==> config.mk <==
export PLATFORM = sky130hd
export DESIGN_NAME = block_lock_ctrl
export DESIGN_NICKNAME = d
export VERILOG_FILES = /design/src/rtl/rx_align_pkg.sv /design/src/rtl/hdr_err_window.sv /design/src/rtl/block_lock_ctrl.sv
export SDC_FILE = /design/constraint.sdc
export NUM_CORES = 1
export LEC_CHECK = 0
export ABC_AREA = 0
export ABC_CLOCK_PERIOD_IN_PS = 2470
export CAP_MARGIN = 20
export CORE_MARGIN = 2
export CORE_UTILIZATION = 25
export CTS_CLUSTER_SIZE = 8
export DETAILED_ROUTE_END_ITERATION = 10
export SLEW_MARGIN = 20
export SYNTH_ARGS = -nofsm -noshare
export SYNTH_HDL_FRONTEND = slang
export SYNTH_SLANG_ARGS = --single-unit
==> constraint.sdc <==
create_clock -name clk_i -period 2.47 [get_ports clk_i]
set_clock_uncertainty 0.1 [all_clocks]
set_input_delay 0.494 -clock clk_i [delete_from_list [all_inputs] [get_ports clk_i]]
set_output_delay 0.494 -clock clk_i [all_outputs]
set_load 0.005 [all_outputs]
==> src/rtl/rx_align_pkg.sv <==
// rx_align_pkg: shared types and constants for the Rx 66b block-alignment path.
package rx_align_pkg;

   // Block-lock sequencer states; the encoding is exported on state_o.
   typedef enum logic [1:0] {
      HUNT   = 2'd0,
      SETTLE = 2'd1,
      VERIFY = 2'd2,
      LOCKED = 2'd3
   } lock_state_e;

   localparam logic [1:0] DATA_HEADER = 2'b01;
   localparam logic [1:0] CMD_HEADER  = 2'b10;
   localparam int         BLOCK_BITS  = 66;
   localparam logic [6:0] MAX_OFFSET  = 7'd65;

   // A 66b sync header is legal only as 01 (data) or 10 (control).
   function automatic logic hdr_is_valid(input logic [1:0] hdr);
      return (hdr == DATA_HEADER) || (hdr == CMD_HEADER);
   endfunction

endpackage

==> src/rtl/hdr_err_window.sv <==
// hdr_err_window: counts bad sync headers over fixed windows of WIN_LEN blocks
// and flags loss when MAX_BAD of them land in one window. WIN_LEN must be a
// power of two so the block counter wraps on its own.
module hdr_err_window #(
   parameter int WIN_LEN = 64,
   parameter int MAX_BAD = 16
) (
   input  logic clk_i,
   input  logic rst_ni,
   input  logic clear_i,
   input  logic hdr_dv_i,
   input  logic hdr_bad_i,
   output logic loss_o
);
   localparam int BLK_W = $clog2(WIN_LEN);
   localparam int BAD_W = $clog2(MAX_BAD + 1);
   localparam logic [BLK_W-1:0] BLK_LAST  = BLK_W'(WIN_LEN - 1);
   localparam logic [BAD_W-1:0] BAD_LIMIT = BAD_W'(MAX_BAD);

   logic [BLK_W-1:0] blk_cnt_q;
   logic [BAD_W-1:0] bad_cnt_q;
   logic [BAD_W-1:0] bad_cnt_inc;
   logic             win_end;

   // Saturating increment, window-end detect and loss flag; a bad header on the
   // last block of a window is judged before the window clears.
   always_comb begin
      bad_cnt_inc = (bad_cnt_q == BAD_LIMIT) ? bad_cnt_q : bad_cnt_q + 1'b1;
      win_end     = hdr_dv_i && (blk_cnt_q == BLK_LAST);
      loss_o      = !clear_i && hdr_dv_i && hdr_bad_i && (bad_cnt_inc == BAD_LIMIT);
   end

   // Block position within the window and bad-header tally for that window.
   // NOTE: state registers use <= so every flop samples pre-edge values.
   always_ff @(posedge clk_i or negedge rst_ni) begin
      if (!rst_ni) begin
         blk_cnt_q <= '0;
         bad_cnt_q <= '0;
      end else if (clear_i) begin
         blk_cnt_q <= '0;
         bad_cnt_q <= '0;
      end else if (hdr_dv_i) begin
         blk_cnt_q <= blk_cnt_q + 1'b1;
         if (win_end)        bad_cnt_q <= '0;
         else if (hdr_bad_i) bad_cnt_q <= bad_cnt_inc;
      end
   end

endmodule

==> src/rtl/block_lock_ctrl.sv <==
// block_lock_ctrl: qualifies the seeker offset, loads it into the 66b extractor,
// verifies headers, declares block lock and drops it on excessive header errors.
// Build macro BLOCK_LOCK_STATS_EN adds a lock-loss counter on relock_cnt_o and an
// internal bad-header total; without it relock_cnt_o is tied to zero.
module block_lock_ctrl
   import rx_align_pkg::*;
#(
   parameter int STABLE_CNT = 8,
   parameter int SETTLE_CYC = 4,
   parameter int VERIFY_CNT = 32,
   parameter int WIN_LEN    = 64,
   parameter int MAX_BAD    = 16
) (
   input  logic        clk_i,
   input  logic        rst_ni,
   input  logic        seek_dv_i,
   input  logic [6:0]  seek_offset_i,
   input  logic        hdr_dv_i,
   input  logic [1:0]  hdr_i,
   input  logic        force_relock_i,
   output logic [6:0]  offset_o,
   output logic        offset_load_o,
   output logic        locked_o,
   output logic [1:0]  state_o,
   output logic [15:0] relock_cnt_o
);
   localparam int STAB_W = $clog2(STABLE_CNT + 1);
   localparam int SETL_W = $clog2(SETTLE_CYC + 1);
   localparam int GOOD_W = $clog2(VERIFY_CNT + 1);
   localparam logic [STAB_W-1:0] STAB_DONE = STAB_W'(STABLE_CNT);
   localparam logic [SETL_W-1:0] SETL_LAST = SETL_W'(SETTLE_CYC - 1);
   localparam logic [GOOD_W-1:0] GOOD_DONE = GOOD_W'(VERIFY_CNT);

   lock_state_e       state_q, state_d;
   logic [6:0]        cand_q, cand_d;
   logic [6:0]        offset_q, offset_d;
   logic [STAB_W-1:0] stab_cnt_q, stab_cnt_d;
   logic [SETL_W-1:0] settle_cnt_q, settle_cnt_d;
   logic [GOOD_W-1:0] good_cnt_q, good_cnt_d;
   logic              load_q, load_d;
   logic              hdr_ok;
   logic              win_clear;
   logic              win_loss;

   assign hdr_ok    = hdr_is_valid(hdr_i);
   // The error window only runs while locked; it restarts on every lock entry.
   assign win_clear = (state_q != LOCKED) || force_relock_i;

   hdr_err_window #(
      .WIN_LEN (WIN_LEN),
      .MAX_BAD (MAX_BAD)
   ) u_hdr_err_window (
      .clk_i     (clk_i),
      .rst_ni    (rst_ni),
      .clear_i   (win_clear),
      .hdr_dv_i  (hdr_dv_i),
      .hdr_bad_i (!hdr_ok),
      .loss_o    (win_loss)
   );

   // Next-state logic; per-state counters fall back to zero outside their state.
   // NOTE: every signal assigned here gets a default first, so no latch is inferred.
   always_comb begin
      state_d      = state_q;
      cand_d       = cand_q;
      offset_d     = offset_q;
      stab_cnt_d   = '0;
      settle_cnt_d = '0;
      good_cnt_d   = '0;
      load_d       = 1'b0;

      unique case (state_q)
         HUNT: begin
            stab_cnt_d = stab_cnt_q;
            if (seek_dv_i) begin
               if (seek_offset_i > MAX_OFFSET) begin
                  stab_cnt_d = '0;
               end else if (seek_offset_i == cand_q) begin
                  stab_cnt_d = (stab_cnt_q == STAB_DONE) ? stab_cnt_q : stab_cnt_q + 1'b1;
               end else begin
                  cand_d     = seek_offset_i;
                  stab_cnt_d = STAB_W'(1);
               end
               if (stab_cnt_d == STAB_DONE) begin
                  offset_d   = cand_d;
                  load_d     = 1'b1;
                  stab_cnt_d = '0;
                  state_d    = SETTLE;
               end
            end
         end
         SETTLE: begin
            if (settle_cnt_q == SETL_LAST) state_d = VERIFY;
            else                           settle_cnt_d = settle_cnt_q + 1'b1;
         end
         VERIFY: begin
            good_cnt_d = good_cnt_q;
            if (hdr_dv_i) begin
               if (hdr_ok) begin
                  good_cnt_d = (good_cnt_q == GOOD_DONE) ? good_cnt_q : good_cnt_q + 1'b1;
                  if (good_cnt_d == GOOD_DONE) begin
                     good_cnt_d = '0;
                     state_d    = LOCKED;
                  end
               end else begin
                  good_cnt_d = '0;
                  state_d    = HUNT;
               end
            end
         end
         LOCKED: begin
            if (win_loss) state_d = HUNT;
         end
      endcase

      // A software relock overrides everything: no load, counters cleared.
      if (force_relock_i) begin
         state_d      = HUNT;
         cand_d       = cand_q;
         offset_d     = offset_q;
         stab_cnt_d   = '0;
         settle_cnt_d = '0;
         good_cnt_d   = '0;
         load_d       = 1'b0;
      end
   end

   // State, candidate, applied offset, per-state counters and the load pulse.
   always_ff @(posedge clk_i or negedge rst_ni) begin
      if (!rst_ni) begin
         state_q      <= HUNT;
         cand_q       <= '0;
         offset_q     <= '0;
         stab_cnt_q   <= '0;
         settle_cnt_q <= '0;
         good_cnt_q   <= '0;
         load_q       <= 1'b0;
      end else begin
         state_q      <= state_d;
         cand_q       <= cand_d;
         offset_q     <= offset_d;
         stab_cnt_q   <= stab_cnt_d;
         settle_cnt_q <= settle_cnt_d;
         good_cnt_q   <= good_cnt_d;
         load_q       <= load_d;
      end
   end

   assign offset_o      = offset_q;
   assign offset_load_o = load_q;
   assign locked_o      = (state_q == LOCKED);
   assign state_o       = state_q;

`ifdef BLOCK_LOCK_STATS_EN
   logic [15:0] relock_cnt_q;
   logic [15:0] bad_total_q;
   logic        lock_lost;
   logic        hdr_used;

   assign lock_lost = (state_q == LOCKED) && (state_d == HUNT);
   assign hdr_used  = hdr_dv_i && ((state_q == VERIFY) || (state_q == LOCKED));

   // Saturating lock-loss count and debug total of bad headers seen at the applied offset.
   always_ff @(posedge clk_i or negedge rst_ni) begin
      if (!rst_ni) begin
         relock_cnt_q <= '0;
         bad_total_q  <= '0;
      end else begin
         if (lock_lost && (relock_cnt_q != 16'hFFFF)) relock_cnt_q <= relock_cnt_q + 1'b1;
         if (hdr_used && !hdr_ok && (bad_total_q != 16'hFFFF)) bad_total_q <= bad_total_q + 1'b1;
      end
   end

   assign relock_cnt_o = relock_cnt_q;
`else
   assign relock_cnt_o = '0;
`endif

endmodule

==> results.txt, run 1 <==
----------------------------------------------------
[Clock tree]
  Number of sinks handled by clock tree synthesis ... 41
  TritonCTS clock tree ... done
  Clock Root Buffer ... clkbuf_8
  Clk pin slew, worst setup/hold paths ... 0.08 ns
  Hold_buf cts ... 0
  Clock Tree Buf Depth ... 2
  Number of CTS-inserted buffers ... 5
  Latest clock arrival within the worst-skew pair ... 0.29 ns
  Number of levels in the clock H-tree ... 2

[Yosys]
  Number of distinct standard cells referenced by the synthesized netlist ... 55
  Instance count of the mapped netlist ... 272
  Fraction of registers with async set or reset after synthesis ... 100%
  Synth Area per Inst ... 9.69 um^2
  Most area-hungry cell type in the Yosys netlist ... dfrtp_1
  Number of synthesized register bits ... 41
  Number of flops mapped to enable cells by yosys ... 0
  Total standard cell area after synthesis ... 2640 um^2
  Top FF cell, synth ... dfrtp_1
  Count of warnings emitted by yosys ... 0
  Sequential cell area fraction in the yosys report ... 38.9%
  Largest cells by area after synthesis ... dfrtp_1 39%, mux2_2 5.1%, buf_4 4.6%
  List of most frequent post-synthesis cells ... 41 x dfrtp_1, 24 x nor2_1, 16 x buf_4
  Most instantiated library cell after synthesis ... dfrtp_1
  Portion of synthesized cell area occupied by the leading cell type ... 38.9%

[Routing]
  Routed length per instance ... 12.5 um
  Number of DRC violations after detailed routing ... 0
  Drt total wl ... 5.68 mm
  Initial DRC count ... 32
  Number of optimization iterations in the first detailed-route pass ... 4
  Number of routed nets with antenna violations ... 0
  Vias/cell ... 4.61
  Vias ... 2088

[Timing]
  Unrepaired setup endpoints after global routing ... no
  Least-Margin Pin Slew ... 0.547 ns
  Number of pins exceeding their max-slew limit in the final report ... 0
  Crit path time final ... 2.37 ns
  Fin. Hold Viols ... 0
  Total setup violations reported at the end of the flow ... 0
  Maximum operating frequency ... 422 MHz
  Sum Neg Setup Slack ... 0 ns
  Worst relative slew slack ... 63.4%
  Ratio of final minimum period to clock period ... 95.9%
  Worst hold slack ... 0.0295 ns

[Global route]
  Number of global-route vias before repair ... 2038
  Overall routing resource usage ... 10.5%
  Pin count of the biggest net entering global routing ... 25
  Wire length of the first global-routing pass ... 9.69 mm
  Antenna violations before repair ... 0
  Final global-route overflow total ... 0

[Floorplanning]
  Starting density of the core ... 25.7%
  Top-Level Pins ... 41
  Placeable core area ... 10300 um^2
  Die width ... 107 um
  Core Rows ... 37
  Vertical die dimension ... 107 um
  DIE AREA ... 11400 um^2

[Power and ir drop]
  Power Dens Cells ... 573 nW/um^2
  Max IR drop VDD ... 0.252 mV
  Leak Pwr ... 1.35 nW
  Design Power ... 1.86 mW

[Setup path]
  Setup slack on the worst flop-to-flop path ... 0.25 ns
  Arrival @ worst endpoint ... 2.45 ns
  Startpoint-to-endpoint class of the critical path ... in -> reg
  Data required time at the worst endpoint ... 2.55 ns
  Max Fanout on Critical Path ... 7
  Worst setup EP type ... register
  Type of element launching the critical path ... input pin

[Place]
  Count of buffers inserted at the top-level ports ... 24
  Weighted congestion reported at the end of routability-driven placement ... 0.832
  DP Area ... 3110 um^2
  Final HPWL DP ... 4.30 mm

[Cells and area]
  Syn-to-layout area delta ... 23.0%
  N_diodes ... 0
  Post-layout nets ... 338
  Filler Cells Inserted ... 1049
  Final Cell Area ... 3240 um^2
  Share of layout cells above drive strength 1 ... 18.6%

[Outcome]
  Outcome ... finished clean

[Worst hold path]
  Hold/Removal Path Class ... in -> async

[Job]
  Number of max-capacitance violations reported ... 0

----------------------------------------------------
-- sequential cells by signal, summed over array words and instances (netlist names) --
register                    flops
cand_q                          7
offset_o                        7
good_cnt_q                      6
u_hdr_err_window.blk_cnt_q      6
u_hdr_err_window.bad_cnt_q      5
stab_cnt_q                      4
settle_cnt_q                    3
state_o                         2
offset_load_o                   1
-- cell type report --
type                            instances  area (um^2)  area share, %
Clock inverter                          1         30.0          0.926
Tap cell                              136          170           5.25
Multi-Input combinational cell        209         1460           45.0
Timing Repair Buffer                   47          425           13.1
Clock buffer                            7         86.3           2.66
Inverter                               12         45.0           1.39
Sequential cell                        41         1030           31.6
-- power breakdown --
group          total [mW]  switching [mW]  leakage [nW]  internal [mW]
clock network       0.559           0.230        0.0585          0.330
registers           0.841          0.0951         0.553          0.745
logic               0.457           0.207         0.735          0.250
total                1.86           0.532          1.35           1.33
-- worst paths after layout --
check                                                from                   endpoint  cells after the start
worst min-delay path                               rst_ni    offset_o[1]$_DFFE_PN0P_                      1
max in group asynchronous                          rst_ni  good_cnt_q[4]$_DFFE_PN0N_                      2
worst min register to register  settle_cnt_q[0]$_DFF_PN0_  settle_cnt_q[0]$_DFF_PN0_                      1
worst max register to register  stab_cnt_q[1]$_DFFE_PN0N_    offset_o[3]$_DFFE_PN0P_                      7
min in group clk_i              settle_cnt_q[0]$_DFF_PN0_  settle_cnt_q[0]$_DFF_PN0_                      1
worst max-delay path                     seek_offset_i[3]    offset_o[3]$_DFFE_PN0P_                      7
-- placed cells by master (no fill, tap or decap), drive strengths merged, types with 3 or more instances in the layout --
master,count
a31oi,4
ha,8
inv,12
nand2,12
conb,16
clkdlybuf4s50,21
o211ai,4
a21oi,9
nand2b,7
xor2,7
buf,24
nor3,5
nand3,9
nand3b,3
or4,3
and2,5
nor3b,6
xnor2,11
nor2,24
mux2,18
dfrtp,41
nand4,7
o21ai,15
clkbuf,7
nor2b,5
-- layer usage --
layer | vias to the layer above | GRT usage [%] | routed length [um]
met3 | 5 | 2.55 | 201
met4 | 0 | 3.15 | 44
met2 | 35 | 18.1 | 2860
met1 | 1032 | 13.1 | 2580
li1 | 1016 | - | -
met5 | - | 0 | 0
-- critical path: stages --
cell and delay, ns:
clkdlybuf4s50_1 0.42, or4_4 0.51, o21ai_4 0.17, nor3b_4 0.20
and3b_2 0.23, buf_12 0.13, mux2_4 0.30
-- cell families (layout without fill, tap and decap cells) --
group           after synthesis  in the layout  synth area share, %
xor+xnor                     18             18                 5.98
flops                        41             41                 38.9
buf+inv                      37             67                 8.12
other cells                   1             16                0.142
simple gates                 98             98                 21.1
fa+ha+maj                     8              8                 3.80
mux                          20             20                 9.30
compound gates               49             49                 12.6
-- what timing repair did --
item,in CTS,in global routing
buffers inserted,0,0
endpoints found under the hold margin,0,0
setup endpoints to repair,0,13
resized for setup,0,5
-- stage by stage --
step | std cells | worst slack, ns | utilization, %
final | 453 | 0.101 | 31.6
after global routing | 453 | 0.00807 | 31.6
after CTS | 453 | 0.0538 | 31.4
after detailed placement | 445 | -0.260 | 30.3
after global placement | 445 | -0.214 | 30.3
after floorplan | 287 | 0.163 | -
No activity file was read; power rests on OpenSTA's default activity.
==> inputs of run 2 (changes only) <==
--- a/config.mk
+++ b/config.mk
@@ -12,6 +12,8 @@
 export CORE_UTILIZATION = 25
 export CTS_CLUSTER_SIZE = 8
 export DETAILED_ROUTE_END_ITERATION = 10
+export DONT_BUFFER_PORTS = 1
+export SETUP_SLACK_MARGIN = 0.1
 export SLEW_MARGIN = 20
 export SYNTH_ARGS = -nofsm -noshare
 export SYNTH_HDL_FRONTEND = slang
==> run 2 against run 1 <==
First-iteration DRC count rose to 3.4 times the previous value; critical path depth did not move; combinational power fell by 18%; register-to-register slack barely moved; final area fell by 11%; via count fell by 7.1%; global-route usage fell by 0.66 points; routed wire length fell by 6.2%; critical endpoint is now offset_o[5]$_DFFE_PN0P_; highest routed layer unchanged.
==> results.txt, run 2 (same netlist as run 1, synthesis figures left out) <==
----------------------------------------------------
[Outcome]
  Outcome ... finished clean

[Cells and area]
  Commonest non-fill, non-tap cells in the layout ... 41 x dfrtp_1, 24 x nor2_1, 16 x conb_1, 13 x o21ai_0
  Leading cell type in the layout, fill and taps excluded ... dfrtp_1
  Flip-flop and latch area ... 1030 um^2
  Share of layout cells above drive strength 1 ... 14.1%
  Multi-input combinational cell area ... 1460 um^2
  Filler Cells Inserted ... 1089
  Post-layout nets ... 298
  N_diodes ... 0
  Syn-to-layout area delta ... 8.88%

[Setup path]
  Cell at the slowest stage of the critical path ... dfrtp_1
  Max Fanout on Critical Path ... 8
  Critical path depth ... 7
  First element of the critical path ... stab_cnt_q[1]$_DFFE_PN0N_
  Cells along the critical path ... ha_1, nor2b_1, o31a_1, nor3_2, and3b_1, buf_4, mux2_4
  Worst path top cell family by delay ... simple AND/OR/NAND/NOR gates
  Number of buffers and inverters on the critical path ... 1
  Data required time at the worst endpoint ... 2.55 ns
  CP Capture Point ... offset_o[5]$_DFFE_PN0P_
  Type of element launching the critical path ... register
  Startpoint-to-endpoint class of the critical path ... reg -> reg
  Origin of the critical flop-to-flop path ... stab_cnt_q[1]$_DFFE_PN0N_
  Arrival @ worst endpoint ... 2.29 ns
  RR Endpoint ... offset_o[5]$_DFFE_PN0P_
  Setup slack on the worst flop-to-flop path ... 0.26 ns
  Crit path largest cell delay ... 0.45 ns
  Worst setup EP type ... register
  FF-to-FF path depth ... 7

[Routing]
  Drt total wl ... 5.33 mm
  Routed length per instance ... 12.9 um
  Vias ... 1940
  Initial DRC count ... 109
  Number of optimization iterations in the first detailed-route pass ... 4
  Vias/cell ... 4.71
  Number of DRC violations after detailed routing ... 0
  Number of routed nets with antenna violations ... 0

[Floorplanning]
  Placeable core area ... 10300 um^2
  Vertical die dimension ... 107 um
  DIE AREA ... 11400 um^2
  Top-Level Pins ... 41
  Core Rows ... 37
  Starting density of the core ... 25.7%
  Die width ... 107 um

[Global route]
  Pin count of the biggest net entering global routing ... 42
  Final global-route overflow total ... 0
  Antenna violations before repair ... 0
  Number of global-route vias before repair ... 1962
  Wire length of the first global-routing pass ... 9.16 mm
  Overall routing resource usage ... 9.88%

[Timing]
  Maximum operating frequency ... 452 MHz
  Sum Neg Setup Slack ... 0 ns
  Total setup violations reported at the end of the flow ... 0
  Crit path time final ... 2.21 ns
  Worst hold slack ... 0.232 ns
  Worst relative slew slack ... 63.0%
  Unrepaired setup endpoints after global routing ... no
  Ratio of final minimum period to clock period ... 89.5%
  Number of pins exceeding their max-slew limit in the final report ... 0
  Least-Margin Pin Slew ... 0.553 ns
  Fin. Hold Viols ... 0

[Place]
  Final HPWL DP ... 3.99 mm
  Weighted congestion reported at the end of routability-driven placement ... 0.802
  Count of buffers inserted at the top-level ports ... 0

[Job]
  Number of max-capacitance violations reported ... 0

[Clock tree]
  Number of CTS-inserted buffers ... 5
  Number of levels in the clock H-tree ... 2
  TritonCTS clock tree ... done
  Clk pin slew, worst setup/hold paths ... 0.08 ns
  Number of sinks handled by clock tree synthesis ... 41
  Latest clock arrival within the worst-skew pair ... 0.29 ns
  Clock Tree Buf Depth ... 2
  Clock Root Buffer ... clkbuf_8

[Power and ir drop]
  Power Dens Cells ... 605 nW/um^2
  Leak Pwr ... 1.16 nW
  Design Power ... 1.74 mW
  Max IR drop VDD ... 0.304 mV

[Worst hold path]
  Hold/Removal Path Class ... in -> reg

----------------------------------------------------
[run 2: worst reg2reg max path: stages, from the launching register on]
cell	delay, ns
dfrtp_1	0.45
ha_1	0.23
nor2b_1	0.15
o31a_1	0.31
nor3_2	0.17
and3b_1	0.19
buf_4	0.19
mux2_4	0.31
[run 2: worst min-delay path by stage]
stage | cells after the start | end | startpoint
floorplan | 0 | cand_q[0]$_DFFE_PN0P_ | rst_ni
detailed placement | 0 | cand_q[0]$_DFFE_PN0P_ | rst_ni
global route | 1 | cand_q[4]$_DFFE_PN0P_ | seek_offset_i[4]
CTS | 2 | cand_q[6]$_DFFE_PN0P_ | seek_offset_i[6]
global placement | 0 | cand_q[0]$_DFFE_PN0P_ | rst_ni
finish | 2 | cand_q[6]$_DFFE_PN0P_ | seek_offset_i[6]
[run 2: report_power, final]
group / internal (mW) / switching (mW) / total [mW] / leakage, nW
combinational: 0.191 / 0.185 / 0.375 / 0.554
clock: 0.294 / 0.236 / 0.530 / 0.0540
sequential: 0.745 / 0.0863 / 0.832 / 0.553
total: 1.23 / 0.507 / 1.74 / 1.16
[run 2: final cells by class]
type	count	area share [%]
Multi-Input combinational cell	209	50.8
Sequential cell	41	35.7
Tap cell	136	5.93
Clock buffer	5	2.40
Timing Repair Buffer	7	2.35
Inverter	12	1.57
Clock inverter	2	1.22
[run 2: through the flow]
stage                     util, %  setup WS, ns  area (um^2)  cells
after CTS                    27.9         0.175         2870    412
after global routing         27.9         0.114         2870    412
after global placement       26.6         0.171         2730    403
final                        27.9         0.260         2870    412
after floorplan                 -         0.163         2690    287
after detailed placement     26.6         0.135         2730    403
[run 2: metal layers]
layer  wire length (um)  vias up  track usage (%)
met5                  0        -                0
met4                 54        0             3.34
met3                278        7             2.67
met2               2650       46             17.4
met1               2360      950             11.6
li1                   -      937                -
[run 2: repair_timing]
| action | CTS | global route |
|---|---|---|
| endpoints found under the hold margin | 41 | 0 |
| hold buffers | 2 | 0 |
| setup buffers | 0 | 0 |
| gates resized for setup | 0 | 1 |
| endpoints found under the setup margin | 0 | 7 |
==> inputs of run 3 (changes only) <==
--- a/config.mk
+++ b/config.mk
@@ -6,13 +6,14 @@
 export NUM_CORES = 1
 export LEC_CHECK = 0
 export ABC_AREA = 0
-export ABC_CLOCK_PERIOD_IN_PS = 2470
+export ABC_CLOCK_PERIOD_IN_PS = 2520
 export CAP_MARGIN = 20
 export CORE_MARGIN = 2
 export CORE_UTILIZATION = 25
 export CTS_CLUSTER_SIZE = 8
 export DETAILED_ROUTE_END_ITERATION = 10
 export DONT_BUFFER_PORTS = 1
+export HOLD_SLACK_MARGIN = 0.02
 export SETUP_SLACK_MARGIN = 0.1
 export SLEW_MARGIN = 20
 export SYNTH_ARGS = -nofsm -noshare
==> constraint.sdc (replaced) <==
create_clock -name clk_i -period 2.52 [get_ports clk_i]
set_clock_uncertainty 0.1 [all_clocks]
set_input_delay 0.504 -clock clk_i [delete_from_list [all_inputs] [get_ports clk_i]]
set_output_delay 0.504 -clock clk_i [all_outputs]
set_load 0.005 [all_outputs]
==> run 3 against run 2 <==
Critical path depth is the same; utilization rose by 0.32 points; power grew 3.9%; via count shrank 0.62%; sequential cell count is the same; combinational power fell by 5.9%; register-to-register slack hardly changed; critical endpoint is now offset_o[4]$_DFFE_PN0P_.
==> results.txt, run 3 (same netlist as run 1, synthesis figures left out) <==
----------------------------------------------------
[Outcome]
  Outcome ... finished clean

[Cells and area]
  Post-layout nets ... 298
  Leading cell type in the layout, fill and taps excluded ... dfrtp_1
  Share of layout cells above drive strength 1 ... 14.1%
  Final standard cell utilization of the core ... 28.2%
  Filler Cells Inserted ... 1090
  Syn-to-layout area delta ... 10.1%
  N_diodes ... 0
  Commonest non-fill, non-tap cells in the layout ... 41 x dfrtp_1, 24 x nor2_1, 16 x conb_1, 13 x o21ai_0

[Global route]
  Pin count of the biggest net entering global routing ... 42
  Number of global-route vias before repair ... 1897
  Antenna violations before repair ... 0
  Overall routing resource usage ... 9.81%
  Wire length of the first global-routing pass ... 9.06 mm
  Final global-route overflow total ... 0

[Floorplanning]
  Top-Level Pins ... 41
  Vertical die dimension ... 107 um
  Core Rows ... 37
  DIE AREA ... 11400 um^2
  Starting density of the core ... 25.7%
  Placeable core area ... 10300 um^2
  Die width ... 107 um

[Clock tree]
  Clock Tree Buf Depth ... 2
  Number of CTS-inserted buffers ... 5
  Number of levels in the clock H-tree ... 2
  Latest clock arrival within the worst-skew pair ... 0.30 ns
  Clk pin slew, worst setup/hold paths ... 0.08 ns
  Clock Root Buffer ... clkbuf_8
  TritonCTS clock tree ... done
  Post-CTS setup buffer count ... 0
  Number of sinks handled by clock tree synthesis ... 41

[Place]
  Count of buffers inserted at the top-level ports ... 0
  Final HPWL DP ... 3.90 mm
  Weighted congestion reported at the end of routability-driven placement ... 0.756

[Setup path]
  Crit path largest cell delay ... 0.43 ns
  Origin of the critical flop-to-flop path ... stab_cnt_q[1]$_DFFE_PN0N_
  Type of element launching the critical path ... register
  Cells along the critical path ... ha_1, nor2b_1, o31a_1, nor3_1, and3b_1, buf_4, mux2_4
  Max Fanout on Critical Path ... 8
  Number of buffers and inverters on the critical path ... 1
  Cell at the slowest stage of the critical path ... dfrtp_1
  Worst path top cell family by delay ... simple AND/OR/NAND/NOR gates
  Data required time at the worst endpoint ... 2.60 ns
  First element of the critical path ... stab_cnt_q[1]$_DFFE_PN0N_
  Worst setup EP type ... register
  Startpoint-to-endpoint class of the critical path ... reg -> reg
  Setup slack on the worst flop-to-flop path ... 0.25 ns
  Arrival @ worst endpoint ... 2.36 ns

[Routing]
  Number of DRC violations after detailed routing ... 0
  Routed length per instance ... 12.9 um
  Drt total wl ... 5.33 mm
  Number of routed nets with antenna violations ... 0
  Number of optimization iterations in the first detailed-route pass ... 4
  Vias ... 1928
  Initial DRC count ... 56
  Vias/cell ... 4.67

[Timing]
  Worst relative slew slack ... 64.4%
  Sum Neg Setup Slack ... 0 ns
  Least-Margin Pin Slew ... 0.529 ns
  Ratio of final minimum period to clock period ... 90.2%
  Crit path time final ... 2.27 ns
  Fin. Hold Viols ... 0
  Unrepaired setup endpoints after global routing ... no
  Worst hold slack ... 0.253 ns
  Number of pins exceeding their max-slew limit in the final report ... 0
  Total setup violations reported at the end of the flow ... 0
  Maximum operating frequency ... 440 MHz

[Worst hold path]
  Hold/Removal Path Class ... in -> reg
  Hold Crit Start ... seek_offset_i[4]

[Power and ir drop]
  Design Power ... 1.81 mW
  Power Dens Cells ... 622 nW/um^2
  Leak Pwr ... 1.17 nW
  Max IR drop VDD ... 0.378 mV

[Job]
  Number of max-capacitance violations reported ... 0

----------------------------------------------------
## run 3: per-stage QoR
step / setup slack (ns) / cell area (um^2) / std cells
after floorplan: 0.203 / 2690 / 287
after global placement: 0.213 / 2730 / 403
after detailed placement: 0.172 / 2730 / 403
after CTS: 0.259 / 2900 / 413
after global routing: 0.140 / 2900 / 413
final: 0.247 / 2900 / 413
## run 3: timing repair
item	in CTS	in global routing
hold buffers	2	0
gates resized for setup	0	0
endpoints found under the hold margin	41	0
## run 3: routing by layer
metal	up-vias	share of wire, %	GRT usage, %
met3	8	5.1	2.86
li1	936	-	-
met4	0	1.5	3.43
met5	-	0	0
met2	37	48	16.7
met1	947	45	11.8
## run 3: final timing paths
kind / to / depth (start not counted)
worst min-delay path: cand_q[4]$_DFFE_PN0P_ / 1
max in group asynchronous: stab_cnt_q[0]$_DFFE_PN0N_ / 2
min in group asynchronous: stab_cnt_q[3]$_DFFE_PN0N_ / 2
worst max register to register: offset_o[4]$_DFFE_PN0P_ / 7
worst min register to register: settle_cnt_q[0]$_DFF_PN0_ / 1
worst max-delay path: offset_o[4]$_DFFE_PN0P_ / 7
## run 3: final cells by class
cell class | instances | area, um^2 | share of cell area [%]
inverter | 12 | 45.0 | 1.55
clock inverter | 3 | 65.1 | 2.24
sequential | 41 | 1030 | 35.3
multi-input combinational | 209 | 1450 | 50.0
tap | 136 | 170 | 5.86
timing repair buffer | 7 | 75.1 | 2.59
clock buffer | 5 | 68.8 | 2.37
## run 3: power by group
| group | leakage, nW | switching [mW] | internal, mW |
|---|---|---|---|
| registers | 0.553 | 0.0904 | 0.731 |
| logic | 0.554 | 0.168 | 0.184 |
| clock network | 0.0681 | 0.238 | 0.394 |
| total | 1.17 | 0.497 | 1.31 |
